**config.mk**
```make
export PLATFORM = sky130hd
export DESIGN_NAME = aes_engine_arbiter
export DESIGN_NICKNAME = d
export VERILOG_FILES = /design/src/rtl/aes_arb_pkg.sv /design/src/rtl/aes_arb_rr_pick.sv /design/src/rtl/aes_engine_arbiter.sv
export SDC_FILE = /design/constraint.sdc
export NUM_CORES = 1
export LEC_CHECK = 0
export BUFFER_PORTS_ARGS = -buffer_cell sky130_fd_sc_hd__buf_4
export CORE_AREA = 5 5 395 397
export CTS_BUF_LIST = sky130_fd_sc_hd__clkbuf_8 sky130_fd_sc_hd__clkbuf_16
export CTS_CLUSTER_DIAMETER = 30
export CTS_CLUSTER_SIZE = 30
export DETAILED_ROUTE_END_ITERATION = 16
export DIE_AREA = 0 0 400 402
export SLEW_MARGIN = 20
export SYNTH_ARGS = -nofsm -noshare
export SYNTH_HDL_FRONTEND = slang
export SYNTH_SLANG_ARGS = --single-unit
```
**constraint.sdc**
```tcl
create_clock -name clk -period 1.8 [get_ports clk]
set_clock_uncertainty 0.2 [all_clocks]
set_input_delay 0.18 -clock clk [delete_from_list [all_inputs] [get_ports clk]]
set_output_delay 0.18 -clock clk [all_outputs]
set_load 0.01 [all_outputs]
```
**src/rtl/aes_arb_pkg.sv**
```systemverilog
// ============================================================================
// Module   : aes_arb_pkg
// Brief    : Shared types and constants for the AES engine arbiter.
// Revision : 1.0 - initial release
// ============================================================================
`default_nettype none

package aes_arb_pkg;

   // Arbiter FSM states
   typedef enum logic [1:0] {
      ST_IDLE   = 2'd0,
      ST_LAUNCH = 2'd1,
      ST_WAIT   = 2'd2,
      ST_RESP   = 2'd3
   } arb_state_t;

   // Requester indices (bit positions in the request vector)
   localparam logic REQ_DEC = 1'b0;
   localparam logic REQ_ENC = 1'b1;

   // Core operating modes
   localparam logic MODE_DEC = 1'b0;
   localparam logic MODE_ENC = 1'b1;

endpackage

`default_nettype wire

```
**src/rtl/aes_arb_rr_pick.sv**
```systemverilog
// ============================================================================
// Module   : aes_arb_rr_pick
// Brief    : Combinational 2-way round-robin picker. On a tie the requester
//            that was not granted last wins; a lone request always wins.
// Revision : 1.0 - initial release
// ============================================================================
`default_nettype none

module aes_arb_rr_pick (
   input  logic [1:0] req,
   input  logic       last,
   output logic       gnt_idx,
   output logic       gnt_valid
);

   // Tie goes to the opposite of the last grant; otherwise the single requester
   always_comb begin
      gnt_valid = |req;
      if (req == 2'b11) begin
         gnt_idx = ~last;
      end else begin
         gnt_idx = req[1];
      end
   end

endmodule

`default_nettype wire

```
**src/rtl/aes_engine_arbiter.sv**
```systemverilog
// ============================================================================
// Module   : aes_engine_arbiter
// Brief    : Shares one AES core between the boot decrypt path (DEC) and the
//            user encrypt path (ENC). Latches the granted operands, launches
//            the core, waits for completion and returns the result with a
//            one-cycle done pulse.
// Option   : AES_ARB_TIMEOUT_EN - adds a WAIT-state watchdog that aborts the
//            core after TIMEOUT_CYC cycles and reports err.
// Revision : 1.0 - initial release
// ============================================================================
`default_nettype none

module aes_engine_arbiter
   import aes_arb_pkg::*;
#(
   parameter int DATA_W      = 128,
   parameter int KEY_W       = 128,
   parameter int TIMEOUT_CYC = 64
) (
   input  logic              clk,
   input  logic              rst,
   input  logic              dec_req,
   input  logic [KEY_W-1:0]  dec_key,
   input  logic [DATA_W-1:0] dec_din,
   output logic              dec_done,
   input  logic              enc_req,
   input  logic [KEY_W-1:0]  enc_key,
   input  logic [DATA_W-1:0] enc_din,
   output logic              enc_done,
   output logic [DATA_W-1:0] dout,
   output logic              err,
   output logic              busy,
   output logic              core_start,
   output logic              core_mode,
   output logic [KEY_W-1:0]  core_key,
   output logic [DATA_W-1:0] core_din,
   output logic              core_abort,
   input  logic              core_ready,
   input  logic [DATA_W-1:0] core_dout
);

   arb_state_t        state;
   arb_state_t        state_nxt;
   logic              gnt;
   logic              last;
   logic              pick_idx;
   logic              pick_valid;
   logic              tmo_hit;
   logic [DATA_W-1:0] dout_q;

   // Values of TIMEOUT_CYC below 2 are outside the supported range; this
   // scope exists only to mark that case and holds no logic.
   if (TIMEOUT_CYC < 2) begin : g_tmo_range_unsupported
   end

   aes_arb_rr_pick u_pick (
      .req       ({enc_req, dec_req}),
      .last      (last),
      .gnt_idx   (pick_idx),
      .gnt_valid (pick_valid)
   );

`ifdef AES_ARB_TIMEOUT_EN
   localparam int TMO_CW = $clog2(TIMEOUT_CYC + 1);
   localparam logic [TMO_CW-1:0] TMO_LAST = TMO_CW'(TIMEOUT_CYC - 1);

   logic [TMO_CW-1:0] tmo_cnt;
   logic              err_q;

   assign tmo_hit = (state == ST_WAIT) && (tmo_cnt == TMO_LAST);

   // WAIT-cycle counter: cleared while launching so it starts at 0 in WAIT
   always_ff @(posedge clk or negedge rst) begin
      if (!rst) begin
         tmo_cnt <= '0;
      end else if (state == ST_LAUNCH) begin
         tmo_cnt <= '0;
      end else if (state == ST_WAIT) begin
         tmo_cnt <= tmo_cnt + TMO_CW'(1);
      end
   end

   // Error flag: set on watchdog expiry, a same-cycle ready result wins
   always_ff @(posedge clk or negedge rst) begin
      if (!rst) begin
         err_q <= 1'b0;
      end else if (state == ST_WAIT) begin
         if (core_ready) begin
            err_q <= 1'b0;
         end else if (tmo_hit) begin
            err_q <= 1'b1;
         end
      end else if (state == ST_RESP) begin
         err_q <= 1'b0;
      end
   end

   assign err        = err_q;
   assign core_abort = (state == ST_RESP) && err_q;
`else
   assign tmo_hit    = 1'b0;
   assign err        = 1'b0;
   assign core_abort = 1'b0;
`endif

   // Next-state decode; core_ready only matters in WAIT
   always_comb begin
      state_nxt = state;
      case (state)
         ST_IDLE:   if (pick_valid) state_nxt = ST_LAUNCH;
         ST_LAUNCH: state_nxt = ST_WAIT;
         ST_WAIT:   if (core_ready || tmo_hit) state_nxt = ST_RESP;
         ST_RESP:   state_nxt = ST_IDLE;
         default:   state_nxt = ST_IDLE;
      endcase
   end

   // State, grant/operand latching, result capture and round-robin pointer
   always_ff @(posedge clk or negedge rst) begin
      if (!rst) begin
         state     <= ST_IDLE;
         gnt       <= REQ_DEC;
         last      <= REQ_ENC;
         core_mode <= MODE_DEC;
         core_key  <= '0;
         core_din  <= '0;
         dout_q    <= '0;
      end else begin
         state <= state_nxt;
         if ((state == ST_IDLE) && pick_valid) begin
            gnt <= pick_idx;
            if (pick_idx == REQ_ENC) begin
               core_mode <= MODE_ENC;
               core_key  <= enc_key;
               core_din  <= enc_din;
            end else begin
               core_mode <= MODE_DEC;
               core_key  <= dec_key;
               core_din  <= dec_din;
            end
         end
         if ((state == ST_WAIT) && core_ready) begin
            dout_q <= core_dout;
         end else if (state == ST_RESP) begin
            dout_q <= '0;
            last   <= gnt;
         end
      end
   end

   assign busy       = (state != ST_IDLE);
   assign core_start = (state == ST_LAUNCH);
   assign dec_done   = (state == ST_RESP) && (gnt == REQ_DEC);
   assign enc_done   = (state == ST_RESP) && (gnt == REQ_ENC);
   assign dout       = dout_q;

endmodule

`default_nettype wire

```
# Word level (Yosys, flattened, before mapping)
# Index checks and enable logic that the tools add are counted.
# classes
eq_ne,6
n_mux,9
bitwise,3
reduce_logical,10
# ops
op,count
128-bit 2-to-1 mux,4
2-bit case mux with 4 select lines,1
"2-bit == test, second input constant",3
1-bit logical AND,4
2-bit 2-to-1 mux,2
"2-bit != test, second input constant",2
2-bit AND reduction,2
2-bit nonzero test,2
1-bit inverter,3
"2-bit by 1-bit == test with 1-bit output, second input constant",1
2-bit logical NOT,1
1-bit 2-to-1 mux,2
2-bit OR reduction,1
# totals
reg_bits,389
input_bits,645
out_inout_bits,391
word_cells,35

# Depth between registers and ports, before layout
# logic_depth
word_depth,4
mapped_depth,9
mapped_depth_nobuf,5

# By module
# A second synthesis with hierarchy kept.
# unflattened
cells_unflattened,1691
area_unflattened_um2,17704.5
# modules_own_cells
module,n_inst,cells_per_inst,area_per_inst_um2,seq_area_each_um2
aes_engine_arbiter,1,1689,17690.7,9710.6
aes_arb_rr_pick,1,2,13.8,0.0

# Worst setup path after synthesis
# OpenSTA, ideal clock, no wires.
# synth_path
path_type,register to register
start,register state[0]
end,"register dout_q[100], in the netlist dout[100]"
setup_ns,0.133
t_arrival_ns,1.486
t_required_ns,1.467
setup_slack_ns,-0.019
path_stages_with_launch,10
path_buffers,4
period_less_slack_ns,1.819
cell_sequence,dfrtp_1 > inv_1 > ha_1 > and2_1 > buf_4 > buf_6 > buf_6 > buf_6 > nand2_1 > o21ai_0
# synth_between
elab_chain_len,3
elab_cells_between_ends,5
classes_between,eq/ne (2); mux (1); reduce/logical (2)
# synth_lines
element,line_no,rtl
from (decl),aes_engine_arbiter.sv:42,arb_state_t state;
from (signal assigned),aes_engine_arbiter.sv:129,state <= state_nxt;
2-bit == test,aes_engine_arbiter.sv:142,if ((state == ST_WAIT) && core_ready) begin
1-bit logical AND,aes_engine_arbiter.sv:142,
128-bit 2-to-1 mux / 2-bit nonzero test (equally long branches),n/a,
to (signal assigned),aes_engine_arbiter.sv:143,dout_q <= core_dout;
to (decl),aes_engine_arbiter.sv:49,logic [DATA_W-1:0] dout_q;
# Parallel ways exist; a longest one is shown, timed or not.
# A chain may end at the register's enable or synchronous reset.

# Worst setup path in the final report
# layout_path
start,register state[0]
end,output port dec_done
# layout_between
elab_chain_len,2
# layout_lines
element,line_no,rtl
2-bit == test,aes_engine_arbiter.sv:153,assign dec_done = (state == ST_RESP) && (gnt == REQ_DEC);
1-bit logical AND,aes_engine_arbiter.sv:153,
to (decl),aes_engine_arbiter.sv:25,"output logic dec_done,"
# Every way passes these cells.

==> metrics.txt <==
Power Total 75300 uW; post-route worst setup slack -0.323 ns; H-tree Lvls 3; routed wire length 150 mm; gpl congestion 0.942; Leak 0.0197 uW; placeable core area 152000 um2; failing checks setup timing; 1st-iter DRT viols 1977; Slew Viols, Final 0; global-route wire length before repair 184 mm; clk slew on worst S/H paths 0.04 ns; vias in the first global route 24.2k; HPWL Detailed 102 mm; die width 400 um; top-area cell type share of the netlist area 55.6%; Placed Cells 5033; most common cell after layout, fill and taps aside buf_4; nets 4598; predominant post-synthesis flop cell dfrtp_1; final hold violations 0; Gate Count Post-Synth 1976; Worst-Skew Late Latency 0.66 ns; IO Pins 1036; WP data required 1.42 ns; PortBufs 1033; min Tclk post-route 2.12 ns; CTS Buf Count 112; VDD IR max 0.000971 V; fmax 471 MHz; Layout fillers 15.0k; Worst setup SP type register; Syn. warnings 0; sequential fraction of the synthesis area 55.8%; drt drc 0; Slew @ Worst Pin 0.864 ns; synthesized area 17400 um2; die extent in y 402 um; antenna viol nets, final 0; row cnt 143; unrepaired setup endpoints after global routing true; CP Class register to output port; pin count of the biggest net entering global routing 74; crit path DAT 1.74 ns; Initial Util 11.5%; Crit Path Max Fanout 3; Async SR Flop Fraction 100%; clk sinks 388; Yosys top cell by area dfrtp_1; drt pass-1 iters 6; Post-synth EDFFs 0; Place WS -0.200 ns; Distinct cells, synth 27; clk buf depth 3; fin cells 6108; CTS tree built; crit share post-route 118%; power density over the cells 1640 nW/um2; area grow syn2layout 163%; Crit. End Element output port; via count 24.7k; clk root buf clkbuf_16; GRT Util Overall 16.1%; Non-Filler Cell Area, Final 45800 um2; initial antenna violation count 89; highest-count cells in the layout ignoring fill and taps 1118 x buf_4, 717 x dlygate4sd3_1, 386 x dfrtp_1; die area 161000 um2; Final setup viols 371; dpl cell area 28200 um2; grt total ovfl 0; wire per inst 24.5 um; Synth Register Bits 388; Area contributors post-synth dfrtp_1 56%, a21oi_1 14%, nand2_1 8.3%, nor2_1 5.5%, nand2b_1 4.6%; Max-cap violations 0; Syn Area/Cell 8.81 um2; status finished with violations; vias per cell 4.04; worst min path class input port to register; layout cells sized above 1 53.0%; Relative slew margins 42.2%
repair_timing:
item | 4_1_cts | 5_1_grt
pin swaps | 3 | 126
hold buffers | 717 | 0
cloned | 16 | 53
setup endpoints to repair | 300 | 382
resized for setup | 114 | 1004
buffers inserted | 21 | 50
hold endpoints to repair | 774 | 0
final cells by class:
cell class / count / area [um2] / share of cell area (%)
Tap cell: 2030 / 2540 / 5.54
Sequential cell: 388 / 9710 / 21.2
Clock buffer: 140 / 3190 / 6.96
Multi-Input combinational cell: 1429 / 10300 / 22.4
Timing Repair Buffer: 2013 / 19100 / 41.7
Antenna cell: 40 / 100 / 0.218
Inverter: 4 / 15.0 / 0.0328
Clock inverter: 64 / 888 / 1.94
sequential cells by signal, summed over array words and instances, names as in the netlist:
signal     count
last           1
core_mode      1
core_key     128
core_din     128
state          2
dout         128
final timing paths:
kind                                                start                         to  slack (ns)  cells past startpoint
worst min-delay path                        core_dout[36]       dout[36]$_DFFE_PN0P_        0.06                      4
max in group asynchronous                             rst   core_key[88]$_DFFE_PN0P_        0.06                      3
min in group asynchronous                             rst   core_key[24]$_DFFE_PN0P_        0.07                      3
worst max register to register       state[1]$_DFFE_PN0P_   core_key[32]$_DFFE_PN0P_       -0.27                     11
worst max-delay path                 state[0]$_DFFE_PN0P_                   dec_done       -0.32                      5
worst min register to register  core_din[122]$_DFFE_PN0P_  core_din[122]$_DFFE_PN0P_        0.33                      2
Yosys cell counts (all sizes together) (2+ instances only):
cell type / number
mux2: 2
ha: 5
clkbuf: 30
dfrtp: 387
buf: 127
nor2: 256
inv: 4
o21ai: 130
a21oi: 512
nand2b: 128
nand2: 385
and2: 2
critical path, cell delays in order (launching register included):
cell,delay (ns)
dfrtp_1,0.39
buf_6,0.14
ha_4,0.19
buf_6,0.12
nor2b_4,0.11
buf_6,0.12
through the flow:
step	hold WS [ns]	util, %	setup TNS, ns
after detailed placement	-0.103	18.6	-21.73
after floorplan	-0.316	-	0
final	0.0581	30.2	-48.52
after global routing	0.00348	30.2	-73.89
after global placement	-0.106	18.6	-19.99
after CTS	0.000320	26.8	-30.59
routing by layer:
metal  routed length [um]  GRT usage [%]  part of all wire (%)
met1                59600           20.3                    40
met2                69200           25.7                    46
met3                13900           4.93                   9.3
met4                 6720           5.96                   4.5
met5                  317              0                  0.21
kinds of logic after synthesis:
kind of cell | share of synthesized area [%]
other cells | 0.0215
flops | 55.8
simple gates | 18.5
compound gates | 19.0
mux | 0.129
buf+inv | 6.19
fa+ha+maj | 0.359
power by group:
| group | total, uW | switching (uW) | internal, uW |
|---|---|---|---|
| sequential | 16800 | 4020 | 12800 |
| combinational | 37100 | 18600 | 18500 |
| clock | 21400 | 6480 | 14900 |
| total | 75300 | 29100 | 46200 |
(Power assumes the default switching activity.)
